`src/rtl/sled_pkg.sv`:
```
// Shared constants and types for the multiplexed seven-segment driver.
package sled_pkg;

    // Every segment dark on an active-low bus.
    localparam logic [7:0] SEG_OFF = 8'hFF;

    // Active-low codes {dp, g, f, e, d, c, b, a}; entry n is the glyph for hex digit n.
    localparam logic [15:0][7:0] SEG_CODES = {
        8'h8E, 8'h86, 8'hA1, 8'hC6,   // F E D C
        8'h83, 8'h88, 8'h90, 8'h80,   // B A 9 8
        8'hF8, 8'h82, 8'h92, 8'h99,   // 7 6 5 4
        8'hB0, 8'hA4, 8'hF9, 8'hC0    // 3 2 1 0
    };

    // Each digit slot is a dead-time phase followed by a drive phase.
    typedef enum logic {
        ST_BLANK = 1'b0,
        ST_DRIVE = 1'b1
    } sled_state_e;

endpackage

```
`src/rtl/sled_hex2seg.sv`:
```
// Nibble plus decimal point to active-low segment code; polarity is handled by the caller.
module sled_hex2seg
    import sled_pkg::*;
(
    input  logic [3:0] nib_i,
    input  logic       dp_i,
    output logic [7:0] code_c_o
);

    // Glyph lookup with the dp bit pulled low when the point is lit.
    assign code_c_o = {~dp_i, SEG_CODES[nib_i][6:0]};

endmodule

```
`src/rtl/sled_scan.sv`:
```
// Time-multiplexed N-digit seven-segment driver with tear-free update,
// leading-zero blanking, per-digit decimal points and inter-digit dead time.
module sled_scan
    import sled_pkg::*;
#(
    parameter int unsigned NUM_DIGITS     = 4,
    parameter int unsigned SCAN_DIV       = 12500,
    parameter int unsigned BLANK_CYCLES   = 500,
    parameter int unsigned SEG_ACTIVE_LOW = 1,
    parameter int unsigned DIG_ACTIVE_LOW = 1
) (
    input  logic                      FPGA_CLK,
    input  logic                      RST,
    input  logic [4*NUM_DIGITS-1:0]   VALUE,
    input  logic [NUM_DIGITS-1:0]     DP,
    input  logic                      LOAD,
    input  logic                      LZB_EN,
    output logic [7:0]                SEG,
    output logic [NUM_DIGITS-1:0]     DIG,
    output logic                      FRAME_DONE
);

    localparam int unsigned CNT_W = (SCAN_DIV > 1) ? $clog2(SCAN_DIV) : 1;
    localparam int unsigned IDX_W = (NUM_DIGITS > 1) ? $clog2(NUM_DIGITS) : 1;
    localparam int unsigned VAL_W = 4 * NUM_DIGITS;

    localparam logic [CNT_W-1:0] CNT_LAST   = CNT_W'(SCAN_DIV - 1);
    localparam logic [CNT_W-1:0] BLANK_LAST = CNT_W'((BLANK_CYCLES == 0) ? 0 : BLANK_CYCLES - 1);
    localparam logic [IDX_W-1:0] IDX_LAST   = IDX_W'(NUM_DIGITS - 1);

    // Without dead time every slot starts directly in the drive phase.
    localparam sled_state_e ST_SLOT_START = (BLANK_CYCLES == 0) ? ST_DRIVE : ST_BLANK;

    localparam logic [7:0]            SEG_IDLE = (SEG_ACTIVE_LOW != 0) ? SEG_OFF : ~SEG_OFF;
    localparam logic [NUM_DIGITS-1:0] DIG_IDLE = (DIG_ACTIVE_LOW != 0) ? {NUM_DIGITS{1'b1}}
                                                                      : {NUM_DIGITS{1'b0}};

    sled_state_e            state_q, state_d;
    logic [CNT_W-1:0]       cnt_q, cnt_d;
    logic [IDX_W-1:0]       idx_q, idx_d;

    logic                   pend_q, pend_d;
    logic [VAL_W-1:0]       pend_val_q, pend_val_d;
    logic [NUM_DIGITS-1:0]  pend_dp_q, pend_dp_d;
    logic [VAL_W-1:0]       disp_val_q, disp_val_d;
    logic [NUM_DIGITS-1:0]  disp_dp_q, disp_dp_d;

    logic [7:0]             seg_q, seg_d;
    logic [NUM_DIGITS-1:0]  dig_q, dig_d;
    logic                   fd_q, fd_d;

    logic                   slot_end;
    logic                   frame_end;

    logic [NUM_DIGITS-1:0]  lzb_mask;
    logic                   nz_above;
    logic [3:0]             cur_nib;
    logic                   cur_dp;
    logic                   cur_blank;
    logic [NUM_DIGITS-1:0]  dig_hot;
    logic [7:0]             hex_code;
    logic [7:0]             seg_raw;

    // Slot sequencer: prescaler, BLANK/DRIVE phase and digit index.
    always_comb begin
        state_d   = state_q;
        cnt_d     = cnt_q + CNT_W'(1);
        idx_d     = idx_q;
        slot_end  = (cnt_q == CNT_LAST);
        frame_end = slot_end && (idx_q == IDX_LAST);

        if (slot_end) begin
            cnt_d = '0;
            idx_d = (idx_q == IDX_LAST) ? '0 : idx_q + IDX_W'(1);
        end

        case (state_q)
            ST_BLANK: begin
                if (cnt_q == BLANK_LAST) begin
                    state_d = ST_DRIVE;
                end
            end
            ST_DRIVE: begin
                if (slot_end) begin
                    state_d = ST_SLOT_START;
                end
            end
            default: state_d = ST_SLOT_START;
        endcase
    end

    // Pending/display registers: LOAD always lands in pending, frame boundary promotes it.
    always_comb begin
        pend_d     = pend_q;
        pend_val_d = pend_val_q;
        pend_dp_d  = pend_dp_q;
        disp_val_d = disp_val_q;
        disp_dp_d  = disp_dp_q;

        if (frame_end && pend_q) begin
            disp_val_d = pend_val_q;
            disp_dp_d  = pend_dp_q;
            pend_d     = 1'b0;
        end
        if (LOAD) begin
            pend_val_d = VALUE;
            pend_dp_d  = DP;
            pend_d     = 1'b1;
        end
    end

    // Leading-zero mask: digit i is blankable when it and every higher nibble are zero.
    always_comb begin
        lzb_mask = '0;
        nz_above = 1'b0;
        for (int i = int'(NUM_DIGITS) - 1; i >= 0; i--) begin
            nz_above    = nz_above | (disp_val_d[4*i +: 4] != 4'h0);
            lzb_mask[i] = ~nz_above & (i != 0);
        end
    end

    // Select the nibble, dp and blank flag of the digit about to be driven.
    always_comb begin
        cur_nib   = 4'h0;
        cur_dp    = 1'b0;
        cur_blank = 1'b0;
        dig_hot   = '0;
        for (int unsigned i = 0; i < NUM_DIGITS; i++) begin
            dig_hot[i] = (idx_d == IDX_W'(i));
            if (idx_d == IDX_W'(i)) begin
                cur_nib   = disp_val_d[4*i +: 4];
                cur_dp    = disp_dp_d[i];
                cur_blank = LZB_EN & lzb_mask[i];
            end
        end
    end

    sled_hex2seg u_hex2seg (
        .nib_i    (cur_nib),
        .dp_i     (cur_dp),
        .code_c_o (hex_code)
    );

    // Output next-state: built from the upcoming phase so SEG/DIG switch on the boundary edge.
    always_comb begin
        seg_raw = cur_blank ? {hex_code[7], 7'h7F} : hex_code;
        seg_d   = SEG_IDLE;
        dig_d   = DIG_IDLE;
        fd_d    = (state_d == ST_DRIVE) && (cnt_d == CNT_LAST) && (idx_d == IDX_LAST);

        if (state_d == ST_DRIVE) begin
            seg_d = (SEG_ACTIVE_LOW != 0) ? seg_raw : ~seg_raw;
            dig_d = (DIG_ACTIVE_LOW != 0) ? ~dig_hot : dig_hot;
        end
    end

    // Sequencer state register.
    always_ff @(posedge FPGA_CLK) begin
        if (RST) begin
            state_q <= ST_SLOT_START;
            cnt_q   <= '0;
            idx_q   <= '0;
        end else begin
            state_q <= state_d;
            cnt_q   <= cnt_d;
            idx_q   <= idx_d;
        end
    end

    // Pending and display data registers.
    always_ff @(posedge FPGA_CLK) begin
        if (RST) begin
            pend_q     <= 1'b0;
            pend_val_q <= '0;
            pend_dp_q  <= '0;
            disp_val_q <= '0;
            disp_dp_q  <= '0;
        end else begin
            pend_q     <= pend_d;
            pend_val_q <= pend_val_d;
            pend_dp_q  <= pend_dp_d;
            disp_val_q <= disp_val_d;
            disp_dp_q  <= disp_dp_d;
        end
    end

    // Registered pin drivers.
    always_ff @(posedge FPGA_CLK) begin
        if (RST) begin
            seg_q <= SEG_IDLE;
            dig_q <= DIG_IDLE;
            fd_q  <= 1'b0;
        end else begin
            seg_q <= seg_d;
            dig_q <= dig_d;
            fd_q  <= fd_d;
        end
    end

    assign SEG        = seg_q;
    assign DIG        = dig_q;
    assign FRAME_DONE = fd_q;

endmodule

```
`config.mk`:
```
export PLATFORM = sky130hd
export DESIGN_NAME = sled_scan
export DESIGN_NICKNAME = d
export VERILOG_FILES = /design/src/rtl/sled_pkg.sv /design/src/rtl/sled_hex2seg.sv /design/src/rtl/sled_scan.sv
export SDC_FILE = /design/constraint.sdc
export NUM_CORES = 1
export LEC_CHECK = 0
export CORE_MARGIN = 2
export CORE_UTILIZATION = 40
export DETAILED_ROUTE_END_ITERATION = 7
export HOLD_SLACK_MARGIN = 0.05
export RECOVER_POWER = 50
export SLEW_MARGIN = 20
export SYNTH_ARGS = -nofsm -noshare
export SYNTH_HDL_FRONTEND = slang
export SYNTH_HIERARCHICAL = 1
export SYNTH_SLANG_ARGS = --single-unit
```
`constraint.sdc`:
```
create_clock -name FPGA_CLK -period 5.1 [get_ports FPGA_CLK]
set_input_delay 1.02 -clock FPGA_CLK [delete_from_list [all_inputs] [get_ports FPGA_CLK]]
set_output_delay 1.02 -clock FPGA_CLK [all_outputs]
set_load 0.02 [all_outputs]
```
==> flow_summary.rst, run 1 <==
.. list-table::
   :header-rows: 1

   * - Metric
     - Value
   * - Startpoint type of the worst setup path
     - flip-flop
   * - Postcts setup bufs
     - 0
   * - Number of enable flip-flop cells after synthesis
     - 0
   * - Fin crit period
     - 4.17 ns
   * - Vias per cell
     - 5.26
   * - Count of unresolved DRC violations after routing
     - 0
   * - Max-slew headroom
     - -45.2%
   * - Post-synth net total
     - 429
   * - Most used cell, CP
     - sky130_fd_sc_hd__ha_1
   * - Gpl congestion
     - 0.868
   * - DR iter-0 viols
     - 142
   * - Synthesis warning total
     - 6
   * - Peak supply drop
     - 0.155 mV
   * - # fillers
     - 849
   * - Die extent in y
     - 97.8 um
   * - Status
     - finished with violations
   * - Number of endpoints failing setup at the final stage
     - 0
   * - Unrepaired setup endpoints after global routing
     - false
   * - Global router's overall resource usage
     - 16.4%
   * - Final total negative setup slack
     - 0 ns
   * - Count of distinct cell types in the synthesized netlist
     - 56
   * - Critical path's largest stage delay
     - 0.68 ns
   * - Worst R2R Start
     - cnt_q[0]
   * - Fmax achieved
     - 0.240 GHz
   * - Clock edge transition at the registers on the reported setup and hold paths
     - 0.08 ns
   * - Library cell used as clock root buffer
     - sky130_fd_sc_hd__clkbuf_8
   * - Flops & latches, synth
     - 71
   * - Crit share post-route
     - 81.9%
   * - Number of slew-limit violations in the final report
     - 49
   * - Avg Inst Size Synth
     - 8.89 um^2
   * - Gates resized, CTS repair
     - 0
   * - Number of global-route vias before repair
     - 2,649
   * - Routed wirelength normalized by instance count
     - 14.0 um
   * - Pin count of the biggest net entering global routing
     - 49
   * - Critical path launch point
     - cnt_q[0]
   * - Number of antenna diodes
     - 0
   * - Post-Place Worst Slack
     - 0.971 ns
   * - Area fraction of the dominant cell type after synthesis
     - 40.4%
   * - Number of failing hold endpoints at the final stage
     - 0
   * - Horiz. Die Dim
     - 97.8 um
   * - H-tree depth
     - 3
   * - Critical path's slowest cell
     - sky130_fd_sc_hd__mux2i_1
   * - Failing checks
     - capacitance limit, slew limit
   * - Required @ worst endpoint
     - 5.31 ns
   * - Synthesis-to-layout area growth
     - 18.4%
   * - Antenna violations before repair
     - 0
   * - Origin of the worst min-delay path
     - disp_dp_q[0]
   * - Total number of clock tree sinks
     - 71
   * - Synth area leaders
     - sky130_fd_sc_hd__dfxtp_1 (40%), sky130_fd_sc_hd__mux2i_1 (8.0%), sky130_fd_sc_hd__nor2_1 (5.8%)
   * - Power density cells
     - 274 nW/um^2
   * - Total iterations of the first detailed-routing run
     - 4
   * - Share of async-settable or async-resettable flops after synthesis
     - 0%
   * - Nets
     - 458
   * - Vias post-DR
     - 2,832
   * - Clock insertion delay at the later pin of the skew report
     - 0.35 ns
   * - Hold/Removal Path Class
     - flip-flop to flip-flop
   * - Most used flip-flop cell after synthesis
     - sky130_fd_sc_hd__dfxtp_1
   * - Dominant cell type by area after synthesis
     - sky130_fd_sc_hd__dfxtp_1
   * - Number of buffers created by CTS
     - 9
   * - Critical path peak fanout
     - 12
   * - Crit Path Class
     - flip-flop to flip-flop
   * - Clock tree skew after final layout
     - 0.0130 ns
   * - Number of placed I/O pins
     - 37
   * - Mapped Area
     - 3520 um^2
   * - Residual overflow from global routing
     - 0
   * - Post-CTS Hold Fix Bufs
     - 0
   * - Starting density of the core
     - 40.8%
   * - List of cells traversed by the critical path
     - ha_1, nor4b_4, and4_1, mux2i_1, o21ai_0, o22ai_1, inv_1, ha_1, or2_1, a21oi_1, a31oi_1, a211oi_1, a22oi_1
   * - Critical path endpoint category
     - flip-flop
   * - First-pass GRT wire length
     - 13,000 um
   * - Number of routed nets with antenna violations
     - 0
   * - Setup WS post-layout
     - 0.925 ns
   * - Die Outline Area
     - 9570 um^2
   * - Post-Route WL
     - 7520 um
   * - Slew @ Worst Pin
     - 2.18 ns
   * - Number of max-capacitance violations reported
     - 1
   * - Signal arrival time at the worst endpoint
     - 4.39 ns
   * - Sequential-to-total area share from yosys stat
     - 40.4%
   * - Static power due to leakage
     - 1.55 nW
   * - Clock tree from TritonCTS
     - built
   * - Detailed Place HPWL
     - 5330 um
   * - Port Buf Inserts
     - 36
   * - Number of instances in the synthesized netlist
     - 396
   * - Core Area
     - 8640 um^2
   * - Maximum buffer depth of the clock tree
     - 2
   * - Num rows
     - 34
   * - Layout cells sized above 1
     - 10.9%
==> power breakdown <==
part	total, mW	switching, mW	internal, mW
Combinational	0.0578	0.0252	0.0326
Clock	0.510	0.219	0.291
Sequential	0.576	0.0104	0.566
Total	1.14	0.255	0.890
==> routing by layer <==
metal	vias to the layer above	share of wire [%]	track usage [%]
met4	0	1.1	4.49
met1	1326	48	21.0
met5	-	0	0
li1	1461	-	-
met3	9	2.9	4.08
met2	36	48	27.7
==> synth_stat cells (2+ instances only) <==
cell                       count
sky130_fd_sc_hd__o22ai_2       2
sky130_fd_sc_hd__o21a_1        3
sky130_fd_sc_hd__and4_1        5
sky130_fd_sc_hd__o22ai_1      10
sky130_fd_sc_hd__buf_1         2
sky130_fd_sc_hd__nand4_1       6
sky130_fd_sc_hd__mux2i_1      28
sky130_fd_sc_hd__and3_1        5
sky130_fd_sc_hd__or4_1         2
sky130_fd_sc_hd__mux2_2       13
sky130_fd_sc_hd__a211oi_1      7
sky130_fd_sc_hd__dfxtp_1      71
sky130_fd_sc_hd__buf_4         3
sky130_fd_sc_hd__nand3_1       5
sky130_fd_sc_hd__xor2_1       10
sky130_fd_sc_hd__nand4_2       2
sky130_fd_sc_hd__o21ai_0       8
sky130_fd_sc_hd__nand2_1      52
sky130_fd_sc_hd__a21oi_1      29
sky130_fd_sc_hd__nor2_1       54
sky130_fd_sc_hd__buf_2         5
sky130_fd_sc_hd__o211ai_1      2
sky130_fd_sc_hd__mux2_4        2
sky130_fd_sc_hd__and2_1        3
sky130_fd_sc_hd__a22oi_1       7
sky130_fd_sc_hd__nand2b_1      2
sky130_fd_sc_hd__nor4_1        3
sky130_fd_sc_hd__o21ai_1       2
sky130_fd_sc_hd__ha_1          9
sky130_fd_sc_hd__clkbuf_1     12
sky130_fd_sc_hd__nor2b_1       2
sky130_fd_sc_hd__inv_1         6
==> stage by stage <==
step / cell area [um^2] / hold WS, ns / utilization (%) / power [mW] / instances
2_1_floorplan: 3520 / 0.426 / - / 0.620 / 396
3_3_place_gp: 3940 / 0.440 / 45.7 / 0.647 / 522
3_5_place_dp: 3940 / 0.445 / 45.7 / 0.648 / 522
4_1_cts: 4170 / 0.455 / 48.3 / 1.16 / 538
5_1_grt: 4170 / 0.474 / 48.3 / 1.19 / 538
6_report: 4170 / 0.453 / 48.3 / 1.14 / 538
==> area by class of cell <==
class	instances	area [um^2]	area share (%)
inverter	7	28.8	0.690
clock inverter	6	92.6	2.22
clock buffer	10	138	3.30
multi-input combinational	295	1960	47.0
sequential	71	1420	34.1
tap	108	135	3.24
timing repair buffer	41	394	9.45
==> registers in the layout (all words and copies together) (netlist names) <==
signal	cells
pend_q	1
idx_q	2
disp_dp_q	4
pend_dp_q	4
pend_val_q	16
DIG	4
disp_val_q	16
state_q	1
SEG	8
FRAME_DONE	1
cnt_q	14
==> final timing paths <==
kind                                      to  slack, ns  depth (start not counted)
worst min register to register  disp_dp_q[0]       0.45                          2
worst min-delay path            disp_dp_q[0]       0.45                          2
worst max-delay path                  SEG[3]       0.93                         13
worst max register to register        SEG[3]       0.93                         13
==> layout by cell type, fill, tap and decap left out, types with 6 or more instances in the layout <==
master,n
sky130_fd_sc_hd__dfxtp_1,71
sky130_fd_sc_hd__nor2_1,54
sky130_fd_sc_hd__nand2_1,52
sky130_fd_sc_hd__a21oi_1,29
sky130_fd_sc_hd__mux2i_1,28
sky130_fd_sc_hd__clkdlybuf4s50_1,24
sky130_fd_sc_hd__mux2_2,13
sky130_fd_sc_hd__dlygate4sd3_1,12
sky130_fd_sc_hd__o22ai_1,10
sky130_fd_sc_hd__xor2_1,10
sky130_fd_sc_hd__clkbuf_8,10
sky130_fd_sc_hd__ha_1,9
sky130_fd_sc_hd__o21ai_0,8
sky130_fd_sc_hd__a211oi_1,7
sky130_fd_sc_hd__a22oi_1,7
sky130_fd_sc_hd__inv_1,6
sky130_fd_sc_hd__nand4_1,6
==> cell families (layout without fill, tap and decap cells) <==
kind of cell	after synthesis	in the layout	synth area share, %
AND/OR/NAND/NOR	154	154	22.1
AO/OA/AOI/OAI	77	77	14.3
flip-flops	71	71	40.4
multiplexers	44	44	13.4
buffers and inverters	30	64	3.98
XOR/XNOR	11	11	2.74
adder cells (fa/ha/maj)	9	9	3.20
==> worst max-delay path, delay by kind of cell, from the launching register on <==
kind	cells	cell delay, ns
flip-flops	1	0.37
multiplexers	1	0.68
AO/OA/AOI/OAI	6	1.23
AND/OR/NAND/NOR	3	1.03
adder cells (fa/ha/maj)	2	0.53
buffers and inverters	1	0.19
Power figures use the tool's default switching activity.
==> run 2, diff against run 1 <==
Clock period 5.1 ns to 4.2 ns, I/O delays scaled along.
==> flow_summary.rst, run 2 (synthesis gave the netlist of run 1 again) <==
.. list-table::
   :header-rows: 1

   * - Metric
     - Value
   * - Status
     - finished with violations
   * - Failing checks
     - capacitance limit, slew limit
   * - Post-detailed-placement cell area
     - 3960 um^2
   * - Pin count of the biggest net entering global routing
     - 48
   * - Number of global-route vias before repair
     - 2,821
   * - Library cell used as clock root buffer
     - sky130_fd_sc_hd__clkbuf_8
   * - Max-slew headroom
     - -38.8%
   * - Gates resized, CTS repair
     - 0
   * - Post-CTS Hold Fix Bufs
     - 0
   * - Antenna violations before repair
     - 0
   * - Crit share post-route
     - 88.0%
   * - Postcts setup bufs
     - 0
   * - Num rows
     - 34
   * - Slew @ Worst Pin
     - 2.08 ns
   * - Fmax achieved
     - 0.271 GHz
   * - Critical path launch point
     - cnt_q[0]
   * - # fillers
     - 835
   * - Share of total power in combinational logic
     - 5.0%
   * - Most common cell after layout, fill and taps aside
     - sky130_fd_sc_hd__dfxtp_1
   * - Count of unresolved DRC violations after routing
     - 0
   * - Commonest non-fill, non-tap cells in the layout
     - sky130_fd_sc_hd__dfxtp_1 (71), sky130_fd_sc_hd__nor2_1 (54), sky130_fd_sc_hd__nand2_1 (52), sky130_fd_sc_hd__a21oi_1 (29), sky130_fd_sc_hd__mux2i_1 (28)
   * - Power density cells
     - 334 nW/um^2
   * - Path depth of the worst reg2reg path
     - 13
   * - Global router's overall resource usage
     - 17.1%
   * - Routed wirelength normalized by instance count
     - 14.5 um
   * - End point of the critical path
     - SEG[3]
   * - Worst setup slack for register-to-register paths
     - 0.51 ns
   * - Critical path peak fanout
     - 7
   * - Die Outline Area
     - 9570 um^2
   * - Clock tree skew after final layout
     - 0.0179 ns
   * - Critical path endpoint category
     - flip-flop
   * - Horiz. Die Dim
     - 97.8 um
   * - Part of the power in registers
     - 50.2%
   * - Nets
     - 461
   * - Hold slack final
     - 0.458 ns
   * - Number of placed I/O pins
     - 37
   * - Vias per cell
     - 5.29
   * - Finished Cell Area
     - 4180 um^2
   * - Signal arrival time at the worst endpoint
     - 3.91 ns
   * - Unrepaired setup endpoints after global routing
     - false
   * - Required @ worst endpoint
     - 4.42 ns
   * - Hold/Removal Path Class
     - flip-flop to flip-flop
   * - Layout cells sized above 1
     - 11.8%
   * - Fin crit period
     - 3.69 ns
   * - Starting density of the core
     - 40.8%
   * - RR Endpoint
     - SEG[3]
   * - Clock insertion delay at the later pin of the skew report
     - 0.36 ns
   * - Number of max-capacitance violations reported
     - 1
   * - Number of endpoints failing setup at the final stage
     - 0
   * - Detailed Place HPWL
     - 5510 um
   * - Cell total after placement
     - 525
   * - Peak supply drop
     - 0.210 mV
   * - Maximum buffer depth of the clock tree
     - 2
   * - Core Area
     - 8640 um^2
   * - Synthesis-to-layout area growth
     - 18.8%
   * - Vias post-DR
     - 2,864
   * - Internal power of the cells
     - 1.08 mW
   * - Gpl congestion
     - 0.870
   * - Post-Route WL
     - 7820 um
   * - Number of routed nets with antenna violations
     - 0
   * - Port Buf Inserts
     - 36
   * - Startpoint type of the worst setup path
     - flip-flop
   * - Power spent charging and discharging nets
     - 0.316 mW
   * - Static power due to leakage
     - 1.57 nW
   * - Clock edge transition at the registers on the reported setup and hold paths
     - 0.08 ns
   * - First-pass GRT wire length
     - 13,400 um
   * - Die extent in y
     - 97.8 um
   * - Worst R2R Start
     - cnt_q[0]
   * - Clock tree from TritonCTS
     - built
   * - H-tree depth
     - 3
   * - Total iterations of the first detailed-routing run
     - 4
   * - Number of antenna diodes
     - 0
   * - Number of standard cells in the final layout excluding fillers
     - 541
   * - Total number of clock tree sinks
     - 71
   * - Number of failing hold endpoints at the final stage
     - 0
   * - Number of buffers created by CTS
     - 9
   * - Final total negative setup slack
     - 0 ns
   * - Pwr Total
     - 1.40 mW
   * - Residual overflow from global routing
     - 0
   * - Crit Path Class
     - flip-flop to flip-flop
   * - Regs by FF count
     - disp_val_q (16), pend_val_q (16), cnt_q (14)
   * - Number of slew-limit violations in the final report
     - 48
   * - Switching Share
     - 22.6%
   * - Clock power frac
     - 44.8%
   * - DR iter-0 viols
     - 149
## run 2: cell types whose count changed in the layout (fill, tap and decap cells not counted), sizes merged
cell,delta
dlygate4sd3,+2
clkinvlp,-1
buf,+4
inv,+1
clkdlybuf4s50,-3
## run 2: worst min path at each step
stage	slack, ns	depth (start not counted)	to	startpoint
after floorplan	0.43	1	cnt_q[0]	cnt_q[0]
after global placement	0.44	1	cnt_q[0]	cnt_q[0]
after detailed placement	0.45	2	disp_dp_q[1]	disp_dp_q[1]
after CTS	0.46	2	disp_dp_q[1]	disp_dp_q[1]
after global routing	0.48	2	disp_val_q[1]	disp_val_q[1]
final	0.46	2	disp_val_q[1]	disp_val_q[1]
## run 2: stage by stage
| step | worst slack (ns) | utilization (%) |
|---|---|---|
| 4_1_cts | 0.476 | 48.5 |
| 3_5_place_dp | 0.513 | 45.9 |
| 2_1_floorplan | 0.849 | - |
| 3_3_place_gp | 0.620 | 45.9 |
| 5_1_grt | 0.0361 | 48.4 |
| 6_report | 0.506 | 48.4 |
## run 2: worst max-delay path, stage by stage (launching register included)
cell and delay [ns]:
sky130_fd_sc_hd__dfxtp_1 0.38, sky130_fd_sc_hd__ha_1 0.29, sky130_fd_sc_hd__nor4b_4 0.39, sky130_fd_sc_hd__and4_1 0.42, sky130_fd_sc_hd__mux2i_1 0.50, sky130_fd_sc_hd__o21ai_0 0.20
sky130_fd_sc_hd__o22ai_2 0.28, sky130_fd_sc_hd__inv_1 0.15, sky130_fd_sc_hd__ha_1 0.31, sky130_fd_sc_hd__nand2_1 0.06, sky130_fd_sc_hd__a21oi_1 0.17, sky130_fd_sc_hd__a31oi_1 0.06
sky130_fd_sc_hd__a211oi_1 0.23, sky130_fd_sc_hd__a22oi_1 0.12
## run 2: cell type report
type	count	area (um^2)	area share, %
clock buffers	10	138	3.29
clock inverters	6	90.1	2.15
inverters	7	28.8	0.688
multi-input cells	295	1960	46.8
flip-flops and latches	71	1420	34.0
well taps	108	135	3.23
repair buffers	44	412	9.84
## run 2: metal layers
metal	vias up	GRT usage, %	part of all wire [%]
li1	1462	-	-
met1	1342	21.7	47
met2	53	28.0	48
met3	7	4.72	3.6
met4	0	5.77	1.0
met5	-	0	0
## run 2: power groups by stage
stage | clock network [mW] | registers (mW) | logic [mW]
after floorplan | 0 | 0.711 | 0.0418
after global placement | 0 | 0.715 | 0.0715
after detailed placement | 0 | 0.716 | 0.0712
after CTS | 0.641 | 0.700 | 0.0714
after global routing | 0.670 | 0.702 | 0.0781
final | 0.626 | 0.700 | 0.0698
